$ cat src/rtl/mem_writeback_stage.sv
// Memory/writeback stage: runs loads and stores through a request/response
// handshake and drives the decode-stage register-file write port.
module mem_writeback_stage #(
  parameter int XLEN          = 64,
  parameter int REGISTER_SIZE = 5
) (
  input  logic                     clk,
  input  logic                     rst,
  input  logic                     in_valid,
  output logic                     in_ready,
  input  logic                     rf_write_enable,
  input  logic [REGISTER_SIZE-1:0] rf_write_addr,
  input  logic [1:0]               rf_write_data_sel,
  input  logic                     dm_read_enable,
  input  logic                     dm_write_enable,
  input  logic [2:0]               dm_load_type,
  input  logic [XLEN-1:0]          alu_result,
  input  logic [XLEN-1:0]          dm_write_data,
  input  logic [XLEN-1:0]          pc_plus4,
  output logic                     mem_req_valid,
  input  logic                     mem_req_ready,
  output logic                     mem_req_we,
  output logic [XLEN-1:0]          mem_req_addr,
  output logic [XLEN-1:0]          mem_req_wdata,
  output logic [1:0]               mem_req_size,
  input  logic                     mem_rsp_valid,
  input  logic [XLEN-1:0]          mem_rsp_data,
  output logic                     rf_writeback_enable,
  output logic [REGISTER_SIZE-1:0] rf_writeback_addr,
  output logic [XLEN-1:0]          rf_writeback_data,
  output logic [XLEN-1:0]          dm_data_bypass,
  output logic                     stall
);

  typedef enum logic [1:0] {
    ST_IDLE = 2'd0,
    ST_REQ  = 2'd1,
    ST_WAIT = 2'd2
  } state_t;

  // Byte offset within the doubleword, low bits cleared to the access size.
  function automatic logic [2:0] mask_offset(input logic [2:0] addr_lo, input logic [1:0] size);
    logic [2:0] off;
    case (size)
      2'd0:    off = addr_lo;
      2'd1:    off = {addr_lo[2:1], 1'b0};
      2'd2:    off = {addr_lo[2], 2'b00};
      default: off = 3'b000;
    endcase
    return off;
  endfunction

  // Pull the addressed field out of the response doubleword and extend it.
  function automatic logic [XLEN-1:0] load_extract(input logic [XLEN-1:0] data,
                                                   input logic [2:0] addr_lo,
                                                   input logic [2:0] ltype);
    logic [XLEN-1:0] sh;
    logic [XLEN-1:0] res;
    sh = data >> {mask_offset(addr_lo, ltype[1:0]), 3'b000};
    case (ltype)
      3'b000:  res = {{(XLEN-8){sh[7]}}, sh[7:0]};
      3'b001:  res = {{(XLEN-16){sh[15]}}, sh[15:0]};
      3'b010:  res = {{(XLEN-32){sh[31]}}, sh[31:0]};
      3'b100:  res = {{(XLEN-8){1'b0}}, sh[7:0]};
      3'b101:  res = {{(XLEN-16){1'b0}}, sh[15:0]};
      3'b110:  res = {{(XLEN-32){1'b0}}, sh[31:0]};
      default: res = sh;
    endcase
    return res;
  endfunction

  // Writeback source select; the "no write" encoding yields zero.
  function automatic logic [XLEN-1:0] wb_mux(input logic [1:0] sel, input logic [XLEN-1:0] alu,
                                             input logic [XLEN-1:0] load, input logic [XLEN-1:0] link);
    logic [XLEN-1:0] res;
    case (sel)
      2'b00:   res = alu;
      2'b01:   res = load;
      2'b10:   res = link;
      default: res = {XLEN{1'b0}};
    endcase
    return res;
  endfunction

  state_t                     state_r, state_next_s;
  logic                       in_ready_r, req_valid_r, req_we_r;
  logic [XLEN-1:0]            req_addr_r, req_wdata_r, pc4_r;
  logic [1:0]                 req_size_r, sel_r;
  logic [2:0]                 load_type_r;
  logic                       cap_en_r;
  logic [REGISTER_SIZE-1:0]   rd_r;
  logic                       wb_en_r, wb_en_next_s;
  logic [REGISTER_SIZE-1:0]   wb_addr_r, wb_addr_next_s;
  logic [XLEN-1:0]            wb_data_r, wb_data_next_s;
  logic                       accept_s, is_mem_s, en_in_s;

  assign accept_s = in_valid & in_ready_r;
  assign is_mem_s = dm_read_enable | dm_write_enable;
  assign en_in_s  = rf_write_enable & (rf_write_data_sel != 2'b11) &
                    (rf_write_addr != {REGISTER_SIZE{1'b0}});

  // Next-state logic for the IDLE/REQ/WAIT handshake sequencer.
  always_comb begin
    state_next_s = state_r;
    case (state_r)
      ST_IDLE: begin
        if (accept_s && is_mem_s) state_next_s = ST_REQ;
        else                      state_next_s = ST_IDLE;
      end
      ST_REQ: begin
        if (mem_req_ready) state_next_s = req_we_r ? ST_IDLE : ST_WAIT;
        else               state_next_s = ST_REQ;
      end
      ST_WAIT: begin
        if (mem_rsp_valid) state_next_s = ST_IDLE;
        else               state_next_s = ST_WAIT;
      end
      default: state_next_s = ST_IDLE;
    endcase
  end

  // Writeback strobe/address/data; address and data hold when no write occurs.
  always_comb begin
    wb_en_next_s   = 1'b0;
    wb_addr_next_s = wb_addr_r;
    wb_data_next_s = wb_data_r;
    if ((state_r == ST_IDLE) && accept_s && !is_mem_s) begin
      wb_en_next_s = en_in_s;
      if (en_in_s) begin
        wb_addr_next_s = rf_write_addr;
        wb_data_next_s = wb_mux(rf_write_data_sel, alu_result, {XLEN{1'b0}}, pc_plus4);
      end else begin
        wb_addr_next_s = wb_addr_r;
        wb_data_next_s = wb_data_r;
      end
    end else if ((state_r == ST_WAIT) && mem_rsp_valid) begin
      wb_en_next_s = cap_en_r;
      if (cap_en_r) begin
        wb_addr_next_s = rd_r;
        wb_data_next_s = wb_mux(sel_r, req_addr_r,
                                load_extract(mem_rsp_data, req_addr_r[2:0], load_type_r), pc4_r);
      end else begin
        wb_addr_next_s = wb_addr_r;
        wb_data_next_s = wb_data_r;
      end
    end else begin
      wb_en_next_s = 1'b0;
    end
  end

  // State, handshake flags and writeback registers.
  always_ff @(posedge clk or posedge rst) begin
    if (rst) begin
      state_r     <= ST_IDLE;
      in_ready_r  <= 1'b1;
      req_valid_r <= 1'b0;
      wb_en_r     <= 1'b0;
      wb_addr_r   <= {REGISTER_SIZE{1'b0}};
      wb_data_r   <= {XLEN{1'b0}};
    end else begin
      state_r     <= state_next_s;
      in_ready_r  <= (state_next_s == ST_IDLE);
      req_valid_r <= (state_next_s == ST_REQ);
      wb_en_r     <= wb_en_next_s;
      wb_addr_r   <= wb_addr_next_s;
      wb_data_r   <= wb_data_next_s;
    end
  end

  // Capture the instruction fields when it is accepted; they stay stable through REQ/WAIT.
  always_ff @(posedge clk or posedge rst) begin
    if (rst) begin
      req_we_r    <= 1'b0;
      req_addr_r  <= {XLEN{1'b0}};
      req_wdata_r <= {XLEN{1'b0}};
      req_size_r  <= 2'd0;
      load_type_r <= 3'd0;
      cap_en_r    <= 1'b0;
      rd_r        <= {REGISTER_SIZE{1'b0}};
      sel_r       <= 2'd0;
      pc4_r       <= {XLEN{1'b0}};
    end else if (accept_s) begin
      req_we_r    <= dm_write_enable & ~dm_read_enable;
      req_addr_r  <= alu_result;
      req_wdata_r <= dm_write_data << {mask_offset(alu_result[2:0], dm_load_type[1:0]), 3'b000};
      req_size_r  <= dm_load_type[1:0];
      load_type_r <= dm_load_type;
      cap_en_r    <= en_in_s;
      rd_r        <= rf_write_addr;
      sel_r       <= rf_write_data_sel;
      pc4_r       <= pc_plus4;
    end
  end

  assign in_ready            = in_ready_r;
  assign stall               = ~in_ready_r;
  assign mem_req_valid       = req_valid_r;
  assign mem_req_we          = req_we_r;
  assign mem_req_addr        = req_addr_r;
  assign mem_req_wdata       = req_wdata_r;
  assign mem_req_size        = req_size_r;
  assign rf_writeback_enable = wb_en_r;
  assign rf_writeback_addr   = wb_addr_r;
  assign rf_writeback_data   = wb_data_r;
  assign dm_data_bypass      = wb_data_r;

endmodule

$ cat config.mk
export PLATFORM = sky130hd
export DESIGN_NAME = mem_writeback_stage
export DESIGN_NICKNAME = d
export VERILOG_FILES = /design/src/rtl/mem_writeback_stage.sv
export SDC_FILE = /design/constraint.sdc
export NUM_CORES = 1
export LEC_CHECK = 0
export ABC_AREA = 1
export CAP_MARGIN = 20
export CORE_MARGIN = 4
export CORE_UTILIZATION = 32
export DETAILED_ROUTE_END_ITERATION = 10
export PLACE_DENSITY = 0.63
export SYNTH_ARGS = -nofsm -noshare
export SYNTH_HDL_FRONTEND = slang
export SYNTH_SLANG_ARGS = --single-unit
$ cat constraint.sdc
create_clock -name clk -period 12.1 [get_ports clk]
set_clock_uncertainty 0.15 [all_clocks]
set_input_delay 3.025 -clock clk [delete_from_list [all_inputs] [get_ports clk]]
set_output_delay 3.025 -clock clk [all_outputs]
set_load 0.02 [all_outputs]
---- Word level (Yosys, flattened, before mapping) ----
Index checks and enable logic that the tools add are counted.
cells by class
  equal/unequal tests ..................... 17
  shift-type cells ........................ 2
  mux-type cells .......................... 24
  bitwise logic cells ..................... 7
  reductions and logical operators ........ 16
operators with widths
  kind                                           number
  case mux 64 bit (6 select lines)               1
  two-way mux 64 bit                             4
  case mux 64 bit (3 select lines)               1
  case mux 64 bit (2 select lines)               1
  << shifter 64 x 6 -> 64 bit                    1
  >> shifter 64 x 6 -> 64 bit                    1
  two-way mux 5 bit                              4
  case mux 3 bit (3 select lines)                2
  logical NOT 2 bit                              6
  two-way mux 3 bit                              4
  == test 2 x 1 -> 1 bit, second input constant  5
  == test 2 bit, second input constant           5
  == test 3 bit, second input constant           3
  two-way mux 2 bit                              3
  case mux 2 bit (3 select lines)                1
  nonzero test 5 bit                             1
  AND 1 bit                                      4
  logical AND 1 bit                              4
  != test 2 bit, second input constant           2
  nonzero test 2 bit                             2
  == test 3 x 1 -> 1 bit, second input constant  1
  == test 3 x 2 -> 1 bit, second input constant  1
  logical NOT 3 bit                              1
  two-way mux 1 bit                              3
  other kinds (4)                                5
storage, ports and cells
  bits in registers ....................... 280
  output and inout port bits .............. 268
  logic and storage cells ................. 81

---- Depth between registers and ports, before layout ----
  depth after elaboration ................. 11
  mapped depth ............................ 16
  mapped depth without buffers ............ 14

---- Worst setup path after synthesis ----
No wires, ideal clock.
  path type ............................... input to register
  start ................................... input in_valid
  end ..................................... register wb_data_r[10] (netlist: dm_data_bypass[10])
  arrival ................................. 4.351 ns
  setup slack ............................. 7.477 ns
  stages .................................. 9
  buffers on the path ..................... 2
  cells stage by stage .................... nand2_1 -> inv_2 -> nand3_1 -> o21ai_2 -> inv_1 -> buf_4 -> clkbuf_1 -> a21oi_1 -> a21oi_1
between the ends
  longest elaborated chain between the ends .. 5
  elaborated cells on any way between the ends .. 8
  those cells by class .................... eq/ne: 1; mux: 1; bitwise: 1; reduce/logical: 5
RTL lines
  item                                                                  line  source
  start: declaration                                                    9     input logic in_valid,
  AND 1 bit (*)                                                         97    assign accept_s = in_valid & in_ready_r;
  logical AND 1 bit (*) (2 in series)                                   127   if ((state_r == ST_IDLE) && accept_s && !is_mem_s) begin
  != test 2 bit (no source line) or nonzero test 2 bit (tied branches)  -
  AND reduction 3 bit (no source line)                                  -
  end signal: assignment                                                159   wb_data_r <= {XLEN{1'b0}};
  end signal: assignment                                                166   wb_data_r <= wb_data_next_s;
  end: declaration                                                      94    logic [XLEN-1:0] wb_data_r, wb_data_next_s;
Every way passes the cells marked *; elsewhere a longest branch is shown, timed or not.
A chain may end at the register's enable or synchronous reset.

---- Worst setup path after layout ----
  start ................................... input rf_write_data_sel[1]
  end ..................................... register wb_data_r[63] (netlist: dm_data_bypass[63])
between the ends
  longest elaborated chain between the ends .. 5
  elaborated cells on any way between the ends .. 10
  those cells by class .................... eq/ne: 3; mux: 3; bitwise: 2; reduce/logical: 2
RTL lines
  item                                  line  source
  start: declaration                    13    input logic [1:0] rf_write_data_sel,
  != test 2 bit                         99    assign en_in_s = rf_write_enable & (rf_write_data_sel != 2'b11) &
  AND 1 bit (2 in series)               99
  != test 2 bit (no source line)        -
  AND reduction 3 bit (no source line)  -
Parallel ways exist; a longest one is shown, timed or not. The select of a mux whose other input is x is not followed.

==> impl_summary.log <==
INFO  metric grt-ovfl-total = 0
INFO  metric seq_area = 6958 um^2
INFO  metric first_iter_violations = 1,723
INFO  metric cts_root_buffer = sky130_fd_sc_hd__clkbuf_16
INFO  metric gr_usage_total = 24.15%
INFO  metric floorplan.initialDensity = 32.37%
INFO  metric finalSetupViolations = 0
INFO  metric port-buffer-count = 541
INFO  metric critical_path_arrival = 5780 ps
INFO  metric post_synth_main_area_contributors = sky130_fd_sc_hd__dfrtp_1 (41%), sky130_fd_sc_hd__nand2_1 (14%), sky130_fd_sc_hd__o21ai_0 (8.0%)
INFO  metric p_per_area = 259.9 nW/um^2
INFO  metric multiInputGateArea = 7749 um^2
INFO  metric path_max_fanout = 40
INFO  metric final_layout_size_suffix_gt1_share = 4.462%
INFO  metric critical_path.max_stage_delay = 740 ps
INFO  metric die_height = 238.8 um
INFO  metric timing.critical_path.buf_inv = 4
INFO  metric insertion_delay = 530 ps
INFO  metric hold_class = reg2reg
INFO  metric unrepaired_setup_endpoints_after_global_routing = no
INFO  metric final_min_period_over_clock_period = 45.38%
INFO  metric startpoint_type = input pin
INFO  metric coreArea = 52,660 um^2
INFO  metric clock_tree.buffer_depth = 3
INFO  metric hold_end = mem_req_wdata[30]
INFO  metric worst-r2r-cell-count = 11
INFO  metric worst_r2r_startpoint = load_type_r[1]
INFO  metric outcome = completed
INFO  metric die-width = 238.8 um
INFO  metric seq_area_frac_synth = 40.82%
INFO  metric synth_top_cell_by_area = sky130_fd_sc_hd__dfrtp_1
INFO  metric number_of_instances_in_the_synthesized_netlist = 2,395
INFO  metric maximum_number_of_pins_on_one_net_before_global_route_repair = 151
INFO  metric finish.net_count = 3,030
INFO  metric floorplan.die_area = 57,020 um^2
INFO  metric shortest_clock_period_the_worst_path_allows_after_layout = 5491 ps
INFO  metric cts_max_level = 2
INFO  metric cts_hold_buf = 0
INFO  metric yosys_register_bits = 278
INFO  metric postCtsSetupRepairBufs = 0
INFO  metric wl_per_cell = 20.69 um
INFO  metric timing.hold.worst.start = mem_req_wdata[30]
INFO  metric synth_enable_flop_cells = 0
INFO  metric grt_first_pass_wirelength = 107,700 um
INFO  metric fillers = 5,210
INFO  metric post_synth.cell_area_avg = 7.116 um^2
INFO  metric rows = 84
INFO  metric path_cells = clkdlybuf4s50_1 -> inv_1 -> o221ai_1 -> o21ai_4 -> inv_2 -> buf_4 -> a21oi_1 -> a21oi_1
INFO  metric place.detailed.hpwl = 52,100 um
INFO  metric worst_hold_path_stage_count = 2
INFO  metric report.final.hold_viol_count = 0
INFO  metric reg2reg_slack = 7830 ps
INFO  metric gp_routability_congestion = 0.9281
INFO  metric num_io_pins = 542
INFO  metric synth_top_flop_cell = sky130_fd_sc_hd__dfrtp_1
INFO  metric async_reset_ff_share = 100.0%
INFO  metric cts_buffers = 35
INFO  metric synth_top_cell_area_share = 40.67%
INFO  metric design_power_total = 0.006089 W
INFO  metric final_number_of_max_transition_violations = 0
INFO  metric timing.critical_path.max_delay_family = buffers and inverters
INFO  metric syn_nets = 2,669
INFO  metric clkSinkCount = 278
INFO  metric cap_violations = 0
INFO  metric synth.distinct_cells = 42
INFO  metric critical_path.slowest_cell = sky130_fd_sc_hd__o221ai_1
INFO  metric crit_path_frequent_cell = sky130_fd_sc_hd__a21oi_1
INFO  metric relSlewSlack = 26.47%
INFO  metric layout-area-overhead-vs-synth = 37.45%
INFO  metric mappedNetlistArea = 17,040 um^2
INFO  metric drt-pass1-iter-count = 8
INFO  metric avgViaCountPerCell = 5.218
INFO  metric worst-slew-pin-transition = 1103 ps
INFO  metric via_count_of_the_first_global_routing_pass = 17,890
INFO  metric worstSetupEndpointType = flop
INFO  metric yosysWarningCount = 0
INFO  metric required = 12,390 ps
INFO  metric grt_antenna_before_repair = 10
INFO  metric ant_nets = 0
INFO  metric num_vias = 18,130
INFO  metric drt-total-wl = 71,900 um
INFO  metric tritoncts_clock_tree = built
INFO  metric remaining_drc_errors = 0
INFO  metric ctsResizeCount = 0
INFO  metric power.ir.vdd_worst = 0.1363 mV
INFO  metric reg_to_reg_end = dm_data_bypass[62]
INFO  metric setup_total_negative_slack = 0 ps
INFO  metric worstSetupPathType = in2reg
INFO  metric upper_clock_frequency_limit = 0.1821 GHz
INFO  metric layout.core_utilization = 44.49%
INFO  metric cellLeakagePower = 11.01 nW
INFO  metric clk_pin_slew = 60 ps
INFO  metric hold_slack = 334.1 ps
[cells in the final DEF, fill, tap and decap left out, types with 5 or more instances in the layout]
master	n
sky130_fd_sc_hd__diode_2	8
sky130_fd_sc_hd__o22ai_1	67
sky130_fd_sc_hd__clkinvlp_4	5
sky130_fd_sc_hd__dfrtp_1	277
sky130_fd_sc_hd__o21ai_0	271
sky130_fd_sc_hd__clkbuf_8	6
sky130_fd_sc_hd__buf_4	15
sky130_fd_sc_hd__nand2_1	620
sky130_fd_sc_hd__clkinv_2	6
sky130_fd_sc_hd__or2_2	7
sky130_fd_sc_hd__a21oi_1	145
sky130_fd_sc_hd__nand2_2	6
sky130_fd_sc_hd__o211ai_1	67
sky130_fd_sc_hd__o21ai_1	58
sky130_fd_sc_hd__clkbuf_16	35
sky130_fd_sc_hd__mux2i_1	12
sky130_fd_sc_hd__inv_2	6
sky130_fd_sc_hd__clkbuf_1	6
sky130_fd_sc_hd__nand3_1	123
sky130_fd_sc_hd__inv_1	300
sky130_fd_sc_hd__o21ai_2	5
sky130_fd_sc_hd__nand3_2	7
sky130_fd_sc_hd__nor2_1	90
sky130_fd_sc_hd__clkdlybuf4s50_1	541
sky130_fd_sc_hd__a22o_1	54
sky130_fd_sc_hd__nand2_4	5
[routing by layer]
| metal | global-route usage (%) | vias to the layer above | wire [um] |
|---|---|---|---|
| li1 | - | 8494 | - |
| met1 | 31.34 | 8725 | 29380 |
| met2 | 40.31 | 801 | 34670 |
| met3 | 4.949 | 107 | 5657 |
| met4 | 8.197 | 4 | 2163 |
| met5 | 0 | - | 27 |
[how the worst max path moves through the flow]
stage | depth (start not counted) | endpoint | slack [ps] | start
finish | 8 | dm_data_bypass[63] | 6610 | rf_write_data_sel[1]
global route | 9 | dm_data_bypass[62] | 6390 | rf_write_addr[0]
CTS | 7 | dm_data_bypass[63] | 6290 | dm_write_enable
detailed placement | 7 | dm_data_bypass[63] | 5720 | dm_write_enable
global placement | 8 | dm_data_bypass[32] | 5850 | dm_write_enable
floorplan | 1 | cap_en_r | 1260 | rst
[state kept, by name, indices dropped and copies added, names as in the netlist, 2 cells and up]
signal	cells
mem_req_addr	64
mem_req_wdata	64
load_type_r	2
rf_writeback_addr	5
sel_r	2
state_r	2
pc4_r	64
rd_r	5
dm_data_bypass	64
[cell usage after synthesis (all sizes together), types with 11 or more instances]
cell / n
o21ai: 335
buf: 116
a22o: 54
or2: 11
dfrtp: 277
mux2i: 12
nand2: 631
o211ai: 68
nor2: 96
a21oi: 146
clkbuf: 119
inv: 308
o22ai: 67
nand3: 134
[worst register-to-register path, cell delays in order (launching register included)]
cell                      delay (ps)
sky130_fd_sc_hd__dfrtp_1         890
sky130_fd_sc_hd__nand2_2         450
sky130_fd_sc_hd__nand2_1         150
sky130_fd_sc_hd__buf_4           400
sky130_fd_sc_hd__inv_2           360
sky130_fd_sc_hd__a21oi_2         250
sky130_fd_sc_hd__nand3_1          90
sky130_fd_sc_hd__nand2_1         740
sky130_fd_sc_hd__o21ai_0         390
sky130_fd_sc_hd__nand2_1         130
sky130_fd_sc_hd__nand2_1          50
sky130_fd_sc_hd__a21oi_1         140
[power breakdown]
group / internal [W] / switching [W] / total [W]
sequential: 0.00135 / 0.000387 / 0.00174
clock: 0.000571 / 0.000423 / 0.000993
combinational: 0.00136 / 0.00200 / 0.00336
total: 0.00328 / 0.00281 / 0.00609
[logic make-up after synthesis]
| group | count (synthesis) | synth area share [%] |
|---|---|---|
| multiplexers | 12 | 0.7048 |
| AO/OA/AOI/OAI | 684 | 23.18 |
| buffers and inverters | 544 | 14.18 |
| AND/OR/NAND/NOR | 877 | 21.11 |
| flip-flops | 278 | 40.82 |
[cell type report]
| cell class | count | share of cell area (%) |
|---|---|---|
| Inverter | 309 | 4.994 |
| Tap cell | 688 | 3.675 |
| Multi-Input combinational cell | 1573 | 33.08 |
| Timing Repair Buffer | 559 | 23.92 |
| Clock buffer | 47 | 4.187 |
| Clock inverter | 13 | 0.3632 |
| Antenna cell | 8 | 0.08546 |
| Sequential cell | 278 | 29.70 |
[per-stage QoR]
step                      cells  worst slack (ps)  area (um^2)
after CTS                  3465              6290        23350
after detailed placement   3405              5720        22290
after global placement     3405              5851        22290
after global routing       3474              6388        23420
after floorplan            2395              1261        17040
final                      3475              6609        23430
Power figures use the tool's default switching activity.
